### src/rtl/whack_pkg.sv
// -----------------------------------------------------------------------------
// whack_pkg
// Shared definitions for the whack-a-mole score keeper: FSM state encoding,
// base point values for the two hit kinds, score width and the saturating
// score adder.
// -----------------------------------------------------------------------------
package whack_pkg;

  localparam int SCORE_W = 14;

  // Base points before the streak multiplier is applied.
  localparam logic [4:0] BASE_NON_FULL = 5'd1;
  localparam logic [4:0] BASE_FULL     = 5'd5;

  typedef enum logic [1:0] {
    ST_IDLE      = 2'd0,
    ST_PLAYING   = 2'd1,
    ST_GAME_OVER = 2'd2
  } state_e;

  // Adds a small point value to the score, clamping at the ceiling instead of
  // wrapping. One extra bit on the sum makes the overflow visible.
  function automatic logic [SCORE_W-1:0] sat_add(
    input logic [SCORE_W-1:0] a,
    input logic [4:0]         b,
    input logic [SCORE_W-1:0] ceiling
  );
    logic [SCORE_W:0]   sum;
    logic [SCORE_W-1:0] res;
    sum = {1'b0, a} + {{(SCORE_W-4){1'b0}}, b};
    if (sum > {1'b0, ceiling}) begin
      res = ceiling;
    end else begin
      res = sum[SCORE_W-1:0];
    end
    return res;
  endfunction

endpackage

### src/rtl/score_keeper_if.sv
// -----------------------------------------------------------------------------
// score_keeper_if
// Bundles the game-event inputs and the scoreboard outputs of score_keeper.
//   master : the game side (drives start / hit / miss pulses, sees outputs)
//   slave  : the score keeper itself
// Signals:
//   start, miss, non_full_clear_hit, full_clear_hit   game events
//   game_in_progress, score, high_score, lives,
//   streak, game_over, new_high_score                 scoreboard state
// -----------------------------------------------------------------------------
interface score_keeper_if;

  logic                          start;
  logic                          miss;
  logic                          non_full_clear_hit;
  logic                          full_clear_hit;
  logic                          game_in_progress;
  logic [whack_pkg::SCORE_W-1:0] score;
  logic [whack_pkg::SCORE_W-1:0] high_score;
  logic [2:0]                    lives;
  logic [1:0]                    streak;
  logic                          game_over;
  logic                          new_high_score;

  modport master (
    output start, miss, non_full_clear_hit, full_clear_hit,
    input  game_in_progress, score, high_score, lives, streak,
           game_over, new_high_score
  );

  modport slave (
    input  start, miss, non_full_clear_hit, full_clear_hit,
    output game_in_progress, score, high_score, lives, streak,
           game_over, new_high_score
  );

endinterface

### src/rtl/score_keeper.sv
// -----------------------------------------------------------------------------
// score_keeper
// Game state machine (IDLE -> PLAYING -> GAME_OVER -> IDLE) that scores hits
// with a streak multiplier, counts down lives on misses, tracks the best score
// since reset and holds the final result for HOLD_CYCLES before idling.
// Ports:
//   clk    system clock, all state on the rising edge
//   rst_n  asynchronous active-low reset
//   bus    score_keeper_if.slave (event inputs, registered scoreboard outputs)
// -----------------------------------------------------------------------------
module score_keeper
  import whack_pkg::*;
#(
  parameter int NUM_LIVES   = 3,
  parameter int MAX_SCORE   = 9999,
  parameter int HOLD_CYCLES = 100_000_000,
  parameter int STREAK_MAX  = 3
) (
  input  logic           clk,
  input  logic           rst_n,
  score_keeper_if.slave  bus
);

  localparam int HOLD_W = (HOLD_CYCLES > 1) ? $clog2(HOLD_CYCLES) : 1;
  localparam logic [HOLD_W-1:0]  HOLD_LAST   = HOLD_W'(HOLD_CYCLES - 1);
  localparam logic [SCORE_W-1:0] MAX_SCORE_C = SCORE_W'(MAX_SCORE);
  localparam logic [2:0]         NUM_LIVES_C = 3'(NUM_LIVES);
  localparam logic [1:0]         STREAK_MAX_C = 2'(STREAK_MAX);

  state_e               state_q;
  logic                 start_q;
  logic [SCORE_W-1:0]   score_q;
  logic [SCORE_W-1:0]   high_score_q;
  logic [2:0]           lives_q;
  logic [1:0]           streak_q;
  logic                 gip_q;
  logic                 game_over_q;
  logic                 new_high_q;
  logic [HOLD_W-1:0]    hold_q;

  logic                 start_edge_s;
  logic [4:0]           base_s;
  logic [4:0]           mult_s;
  logic [4:0]           points_s;
  logic [SCORE_W-1:0]   score_d;
  logic [2:0]           lives_d;
  logic [1:0]           streak_d;

  // Next-state scoring for one PLAYING cycle; points use the pre-update streak.
  always_comb begin
    start_edge_s = bus.start & ~start_q;
    if (bus.full_clear_hit) begin
      base_s = BASE_FULL;
    end else if (bus.non_full_clear_hit) begin
      base_s = BASE_NON_FULL;
    end else begin
      base_s = 5'd0;
    end
    mult_s   = {3'b000, streak_q} + 5'd1;
    points_s = base_s * mult_s;          // at most 5 x 4 = 20
    score_d  = sat_add(score_q, points_s, MAX_SCORE_C);
    if (bus.miss) begin
      lives_d  = lives_q - 3'd1;
      streak_d = 2'd0;
    end else if (bus.full_clear_hit | bus.non_full_clear_hit) begin
      lives_d  = lives_q;
      streak_d = (streak_q >= STREAK_MAX_C) ? STREAK_MAX_C : streak_q + 2'd1;
    end else begin
      lives_d  = lives_q;
      streak_d = streak_q;
    end
  end

  // Game FSM with all scoreboard outputs registered.
  always_ff @(posedge clk or negedge rst_n) begin
    if (!rst_n) begin
      state_q      <= ST_IDLE;
      start_q      <= 1'b0;
      score_q      <= '0;
      high_score_q <= '0;
      lives_q      <= 3'd0;
      streak_q     <= 2'd0;
      gip_q        <= 1'b0;
      game_over_q  <= 1'b0;
      new_high_q   <= 1'b0;
      hold_q       <= '0;
    end else begin
      start_q     <= bus.start;
      game_over_q <= 1'b0;
      case (state_q)
        ST_IDLE: begin
          if (start_edge_s) begin
            state_q    <= ST_PLAYING;
            gip_q      <= 1'b1;
            score_q    <= '0;
            lives_q    <= NUM_LIVES_C;
            streak_q   <= 2'd0;
            new_high_q <= 1'b0;
          end
        end
        ST_PLAYING: begin
          score_q  <= score_d;
          lives_q  <= lives_d;
          streak_q <= streak_d;
          // Last life lost: the final hit in this cycle still counts toward
          // the high-score comparison.
          if (bus.miss && (lives_q == 3'd1)) begin
            state_q     <= ST_GAME_OVER;
            gip_q       <= 1'b0;
            game_over_q <= 1'b1;
            hold_q      <= '0;
            if (score_d > high_score_q) begin
              high_score_q <= score_d;
              new_high_q   <= 1'b1;
            end
          end
        end
        ST_GAME_OVER: begin
          if (hold_q == HOLD_LAST) begin
            state_q <= ST_IDLE;
            hold_q  <= '0;
          end else begin
            hold_q <= hold_q + HOLD_W'(1);
          end
        end
        default: begin
          state_q <= ST_IDLE;
          gip_q   <= 1'b0;
        end
      endcase
    end
  end

  assign bus.game_in_progress = gip_q;
  assign bus.score            = score_q;
  assign bus.high_score       = high_score_q;
  assign bus.lives            = lives_q;
  assign bus.streak           = streak_q;
  assign bus.game_over        = game_over_q;
  assign bus.new_high_score   = new_high_q;

endmodule

### src/flat_wrapper.sv
// flat-port wrapper written by rule: the top's interface ports become plain ports
module score_keeper_flat import whack_pkg::*;
#(
  parameter int NUM_LIVES   = 3,
  parameter int MAX_SCORE   = 9999,
  parameter int HOLD_CYCLES = 100_000_000,
  parameter int STREAK_MAX  = 3
)
  (clk, rst_n, bus_start, bus_miss, bus_non_full_clear_hit, bus_full_clear_hit, bus_game_in_progress, bus_score, bus_high_score, bus_lives, bus_streak, bus_game_over, bus_new_high_score);
  score_keeper_if bus_i ();
  input  logic clk;
  input  logic rst_n;
  input wire logic [$bits(bus_i.start)-1:0] bus_start;
  input wire logic [$bits(bus_i.miss)-1:0] bus_miss;
  input wire logic [$bits(bus_i.non_full_clear_hit)-1:0] bus_non_full_clear_hit;
  input wire logic [$bits(bus_i.full_clear_hit)-1:0] bus_full_clear_hit;
  output wire logic [$bits(bus_i.game_in_progress)-1:0] bus_game_in_progress;
  output wire logic [$bits(bus_i.score)-1:0] bus_score;
  output wire logic [$bits(bus_i.high_score)-1:0] bus_high_score;
  output wire logic [$bits(bus_i.lives)-1:0] bus_lives;
  output wire logic [$bits(bus_i.streak)-1:0] bus_streak;
  output wire logic [$bits(bus_i.game_over)-1:0] bus_game_over;
  output wire logic [$bits(bus_i.new_high_score)-1:0] bus_new_high_score;
  assign bus_i.start = bus_start;
  assign bus_i.miss = bus_miss;
  assign bus_i.non_full_clear_hit = bus_non_full_clear_hit;
  assign bus_i.full_clear_hit = bus_full_clear_hit;
  assign bus_game_in_progress = bus_i.game_in_progress;
  assign bus_score = bus_i.score;
  assign bus_high_score = bus_i.high_score;
  assign bus_lives = bus_i.lives;
  assign bus_streak = bus_i.streak;
  assign bus_game_over = bus_i.game_over;
  assign bus_new_high_score = bus_i.new_high_score;
  score_keeper #(.NUM_LIVES(NUM_LIVES), .MAX_SCORE(MAX_SCORE), .HOLD_CYCLES(HOLD_CYCLES), .STREAK_MAX(STREAK_MAX)) u_core (.clk(clk), .rst_n(rst_n), .bus(bus_i));
endmodule
### config.mk
export PLATFORM = sky130hd
export DESIGN_NAME = score_keeper_flat
export DESIGN_NICKNAME = d
export VERILOG_FILES = /design/src/rtl/whack_pkg.sv /design/src/rtl/score_keeper_if.sv /design/src/rtl/score_keeper.sv /design/src/flat_wrapper.sv
export SDC_FILE = /design/constraint.sdc
export NUM_CORES = 1
export LEC_CHECK = 0
export BUFFER_PORTS_ARGS = -buffer_cell sky130_fd_sc_hd__buf_2
export CAP_MARGIN = 10
export CELL_PAD_IN_SITES_DETAIL_PLACEMENT = 1
export CELL_PAD_IN_SITES_GLOBAL_PLACEMENT = 1
export CORE_AREA = 2 2 104 106
export CTS_BUF_LIST = sky130_fd_sc_hd__clkbuf_16
export CTS_CLUSTER_SIZE = 20
export DETAILED_ROUTE_END_ITERATION = 16
export DIE_AREA = 0 0 106 108
export MAX_ROUTING_LAYER = met4
export PLACE_DENSITY = 0.77
export SLEW_MARGIN = 20
export SYNTH_ARGS = -nofsm -noshare
export SYNTH_HDL_FRONTEND = slang
export SYNTH_SLANG_ARGS = --single-unit
### constraint.sdc
create_clock -name clk -period 5.25 [get_ports clk]
set_input_delay 0.525 -clock clk [delete_from_list [all_inputs] [get_ports clk]]
set_output_delay 0.525 -clock clk [all_outputs]
set_load 0.03 [all_outputs]
Yosys cells after proc, flatten, opt, wreduce, memory -nomap -nowiden
Index checks and enable logic that the tools add are counted.
{"block": "classes", "multipliers": 1, "reduce_logical": 12, "n_mux": 29, "n_addsub": 5, "n_eq_ne": 10, "magnitude_cmp": 3, "bitwise_logic": 4}
{"cell": "2-to-1 mux 27 bit", "count": 2}
{"cell": "one-hot mux 27 bit (2 select lines)", "count": 1}
{"cell": "2-to-1 mux 14 bit", "count": 2}
{"cell": "one-hot mux 14 bit (2 select lines)", "count": 1}
{"cell": "adder 27 x 1 -> 27 bit (second input constant)", "count": 1}
{"cell": "== test 27 bit (second input constant)", "count": 1}
{"cell": "adder 14 x 5 -> 15 bit", "count": 1}
{"cell": "> comparator 15 x 14 -> 1 bit (second input constant)", "count": 1}
{"cell": "AND reduction 3 bit", "count": 5}
{"cell": "> comparator 14 bit", "count": 1}
{"cell": "2-to-1 mux 2 bit", "count": 7}
{"cell": "2-to-1 mux 3 bit", "count": 3}
{"cell": "2-to-1 mux 1 bit", "count": 8}
{"cell": "!= test 2 x 1 -> 1 bit (second input constant)", "count": 4}
{"cell": "one-hot mux 2 bit (3 select lines)", "count": 1}
{"cell": "one-hot mux 3 bit (2 select lines)", "count": 1}
{"cell": "multiplier 3 x 5 -> 5 bit", "count": 1}
{"cell": "one-hot mux 2 bit (2 select lines)", "count": 1}
{"cell": "AND reduction 2 bit", "count": 2}
{"cell": "AND reduction 4 bit", "count": 1}
{"cell": "nonzero test 2 bit", "count": 2}
{"cell": "adder 2 x 1 -> 3 bit (second input constant)", "count": 1}
{"cell": "== test 3 x 1 -> 1 bit (second input constant)", "count": 1}
{"cell": "!= test 3 x 2 -> 1 bit (second input constant)", "count": 1}
{"cell": "13 further kinds", "count": 14}
{"block": "totals", "in_bits": 6, "register_bits": 66}

Longest topological paths before layout
{"block": "depth", "ltp_word": 10, "depth_mapped": 25, "depth_no_buf": 22}

Worst setup path before layout
OpenSTA, ideal clock, no wires.
{"block": "synth_timing", "kind": "register to register", "from": "register u_core.streak_q[0] (netlist: u_core.bus.streak[0])", "to": "register u_core.high_score_q[3] (netlist: u_core.bus.high_score[3])", "required_ns": 5.125, "arrival_ns": 5.272, "n_path_buf": 3, "setup_slack_ns": -0.147, "period_less_slack_ns": 5.397, "stages_incl_launch_ff": 24, "path_cell_list": "dfrtp_1 > ha_1 > nor2b_1 > ha_1 > ha_1 > xnor2_1 > ha_1 > buf_4 > o211ai_2 > o21a_4 > or3_4 > a221o_1 > a221oi_1 > a21oi_1 > ha_1 > nand4_1 > nor4_1 > mux2i_1 > a21oi_1 > a211o_1 > a211o_1 > buf_6 > buf_12 > mux2_4"}
{"block": "synth_between", "elab_chain_cells": 7}
{"item": "start, declared", "line": "score_keeper.sv:35", "source": "logic [1:0] streak_q;"}
{"item": "start signal, assigned", "line": "score_keeper.sv:104", "source": "streak_q <= streak_d;"}
{"item": "adder 2 x 1 -> 3 bit (*)", "line": "score_keeper.sv:59", "source": "mult_s = {3'b000, streak_q} + 5'd1;"}
{"item": "multiplier 3 x 5 -> 5 bit (*)", "line": "score_keeper.sv:60", "source": "points_s = base_s * mult_s;"}
{"item": "adder 14 x 5 -> 15 bit (*)", "line": "whack_pkg.sv:30", "source": "sum = {1'b0, a} + {{(SCORE_W-4){1'b0}}, b};"}
{"item": "> comparator 15 x 14 -> 1 bit", "line": "whack_pkg.sv:31", "source": "if (sum > {1'b0, ceiling}) begin"}
{"item": "2-to-1 mux 14 bit (*)", "line": "whack_pkg.sv:31"}
{"item": "net u_core.score_d[5]", "line": "score_keeper.sv:45", "source": "logic [SCORE_W-1:0] score_d;"}
{"item": "> comparator 14 bit (*)", "line": "score_keeper.sv:112", "source": "if (score_d > high_score_q) begin"}
{"item": "AND reduction 3 bit (no source line) (*)"}
{"item": "end signal, assigned", "line": "score_keeper.sv:113", "source": "high_score_q <= score_d;"}
{"item": "end, declared", "line": "score_keeper.sv:33", "source": "logic [SCORE_W-1:0] high_score_q;"}
Mark *: on every way through the listed nets, which the timed path passes. The rest lies on a longest branch.
A chain may end at the register's enable or synchronous reset.

Worst setup path in the final report
{"block": "layout_timing", "from": "register u_core.streak_q[1] (netlist: u_core.bus.streak[1])", "to": "register u_core.high_score_q[2] (netlist: u_core.bus.high_score[2])"}
The elaborated chain is that of the path after synthesis.

==> metrics <==
Layout area overhead 33.3%; placeable core region just over 10000 um2; total design power 2.81 mW; post-DR vias/cell roughly 6; Num CTS Buffers 9; Avg Cell Area, Syn 9.08 um2; total number of nets in the final design 588; post-route DRC violation count 0; relative max-transition margin a little over two fifths; Die X 106 um; placed wire-length estimate approximately 9000 um; worst IR drop on VDD ~470 uV; area of the multi-input gates 2610 um2; initial cell density of the core between 40% and 50%; count of warnings emitted by yosys 0; height of the chip 108 um; slew at the pin closest to its max-slew limit just under 900 ps; wire length of the first global-routing pass about 22000 um; Placer Congestion slightly above 0.9; period utilisation layout 102%; sinks on the clock net 66; diodes inserted 0; via count of the first global-routing pass between 4000 and 5000; dominant synthesized flop cell dfrtp_1; wire length after detailed routing 14600 um; largest area contributor in the synthesized netlist dfrtp_1; dominant cells by area after synthesis dfrtp_1 (40%), ha_1 (7.8%), o21ai_0 (5.5%); Hold WS about 300 ps; total of max-cap violations 0; Filler cells 1153; critical path peak fanout 7; PortBufs 41; Area after DPL between 4000 and 5000 um2; number of distinct library cells after synthesis between 60 and 70; unrepaired setup endpoints after global routing true; layout cells sized above 1 approximately 33%; net count after synthesis 491; count of pins over their slew limit 0; Cell Area, Synth 4160 um2; TritonCTS clock tree yes; DRC violation total after the first TritonRoute iteration 268; antenna viol nets, final 0; Tightest Hold Check Type input pin to flip-flop; overall die area between 10000 and 15000 um2; hold-fix buffers at CTS 0; Fin. Hold Viols 0; latest clock arrival within the worst-skew pair 330 ps; startpoint type of the worst setup path flip-flop; clock skew after layout between 4 and 5 ps; wire per inst approximately 21 um; power per cell area about 510 nW/um2; post-synth top area share 39.7%; Data required, critical path between 5000 and 6000 ps; first-pass detailed-route iteration total 4; critical path arrival between 5000 and 6000 ps; status finished with violations; overall routing resource usage between 20% and 30%; Leakage ~2.6 nW; master cell of the clock root buffer clkbuf_16; number of vias after detailed routing between 4000 and 5000; number of instances in the synthesized netlist roughly 460; pin count of the biggest net entering global routing between 60 and 70; number of antenna violations at the first check in global routing 0; final worst-path setup slack -110 ps; CTS clk-pin slew, worst paths ~60 ps; fraction of the yosys area taken by sequential cells approximately two fifths; deepest clock path buffer count 2; final cell area excluding filler cells ~5500 um2; async set or reset register ratio after synthesis 100%; number of enable flip-flop cells after synthesis 0; total area of sequential cells between 1500 and 2000 um2; number of placement rows 37; post-route minimum period 5360 ps; CP endpoint kind flip-flop; number of flip-flops and latches in the synthesized netlist 66; maximum achievable frequency about 0.19 GHz; category of the most critical setup path flip-flop to flip-flop; I/O pin total 42; maximum level of the CTS H-tree 3; violations in the final reports setup timing; global-route congestion overflow total 0; final number of setup-violating endpoints 13
==> flip-flops by register name, summed over array words and instances (netlist names) <==
register,cells
u_core.start_q,1
u_core.bus.game_in_progress,1
u_core.bus.high_score,14
u_core.bus.score,14
u_core.state_q,2
u_core.bus.game_over,1
u_core.bus.streak,2
u_core.bus.new_high_score,1
u_core.bus.lives,3
u_core.hold_q,27
==> placed cells by master (no fill, tap or decap), drive strengths merged, types with 3 or more instances in the layout <==
master and count:
mux2i 5, dfrtp 66, a21o 7, nand4 13
and3 4, or3 4, nand2b 6, a22o 11
nor2 45, o211ai 4, nand3 15, mux2 12
nor4 5, clkinv 4, o21ai 47, a211oi 5
buf 103, o41ai 3, xor2 6, nor3 5
nand2 45, ha 26, and2 3, xnor2 5
or2 3, clkbuf 9, a21oi 22, a31oi 8
nor2b 9, inv 25, o31ai 11
==> report_power, final <==
part / switching, mW / leakage (nW) / internal [mW]
clock: 0.241 / 0.137 / 0.366
combinational: 0.832 / 1.56 / 0.598
sequential: 0.162 / 0.872 / 0.611
total: 1.24 / 2.56 / 1.58
==> timing repair <==
item                                   4_1_cts  5_1_grt
gates cloned                                 1        0
pin swaps                                   11       28
buffers inserted                             7       11
endpoints found under the hold margin        0        0
setup endpoints to repair                   14       15
gates resized for setup                     14       40
==> path summary, 6_finish.rpt <==
path,start,end,slack (ps),cells after the start
min in group asynchronous,rst_n,u_core.bus.high_score[9]$_DFFE_PN0P_,390,2
max reg2reg,u_core.bus.streak[1]$_DFFE_PN0P_,u_core.bus.high_score[2]$_DFFE_PN0P_,-110,22
min,bus_start,u_core.start_q$_DFF_PN0_,310,1
max in group asynchronous,rst_n,u_core.bus.streak[1]$_DFFE_PN0P_,4230,2
min reg2reg,u_core.hold_q[26]$_DFFE_PN0P_,u_core.hold_q[26]$_DFFE_PN0P_,480,1
max,u_core.bus.streak[1]$_DFFE_PN0P_,u_core.bus.high_score[2]$_DFFE_PN0P_,-110,22
==> area by class of cell <==
class,count,area share (%)
tap,136,3.07
multi-input combinational,350,47.2
sequential,66,29.8
clock buffer,9,4.06
timing repair buffer,103,12.9
inverter,25,1.69
clock inverter,7,1.26
==> Yosys cell counts (all sizes together) (5+ instances only) <==
library cell	count
nand2	45
mux2	12
a22o	11
xor2	6
xnor2	5
mux2i	5
dfrtp	66
nor2	45
inv	25
a211oi	5
nor2b	9
nor3	5
a21o	7
clkbuf	12
a31oi	8
nand4	13
o21ai	47
nand2b	6
ha	26
buf	5
nand3	15
o31ai	11
nor4	5
a21oi	22
==> cells by family (layout without fill, tap and decap cells) <==
| family | count (synthesis) | count (layout) | share of synthesized area, % |
|---|---|---|---|
| xor+xnor | 11 | 11 | 2.32 |
| compound gates | 132 | 132 | 20.9 |
| flops | 66 | 66 | 39.7 |
| fa+ha+maj | 27 | 27 | 8.31 |
| mux | 17 | 17 | 5.18 |
| buf+inv | 42 | 144 | 4.52 |
| simple gates | 163 | 163 | 19.0 |
==> critical path, stage by stage (launching register included) <==
cell	delay (ps)
dfrtp_2	450
ha_4	180
nor2b_4	130
ha_4	160
ha_4	150
xnor2_2	170
ha_4	260
a21o_1	220
a22o_1	300
a21o_1	260
a2111oi_2	540
buf_4	220
a221oi_4	90
or2_2	320
ha_1	330
nand3_2	100
nor4_2	50
mux2i_1	130
a21oi_1	60
a211o_1	300
a211o_4	360
buf_12	160
mux2_4	300
==> metrics by stage <==
step | setup TNS (ps) | util (%) | setup slack [ps] | std cells
floorplan | 0 | - | 48.6 | 458
global placement | -1550 | 46.9 | -149 | 662
detailed placement | -4250 | 46.9 | -361 | 662
CTS | 0 | 51.2 | 33.9 | 686
global route | -3780 | 54.2 | -301 | 696
finish | -1140 | 54.2 | -110 | 696
==> layer usage <==
layer,global-route usage (%),vias up,wire (um)
li1,-,1858,-
met1,28.7,2073,5870
met2,41.8,115,7540
met3,4.76,48,681
met4,10.4,0,534
met5,-,-,0
No activity file was read; power rests on OpenSTA's default activity.
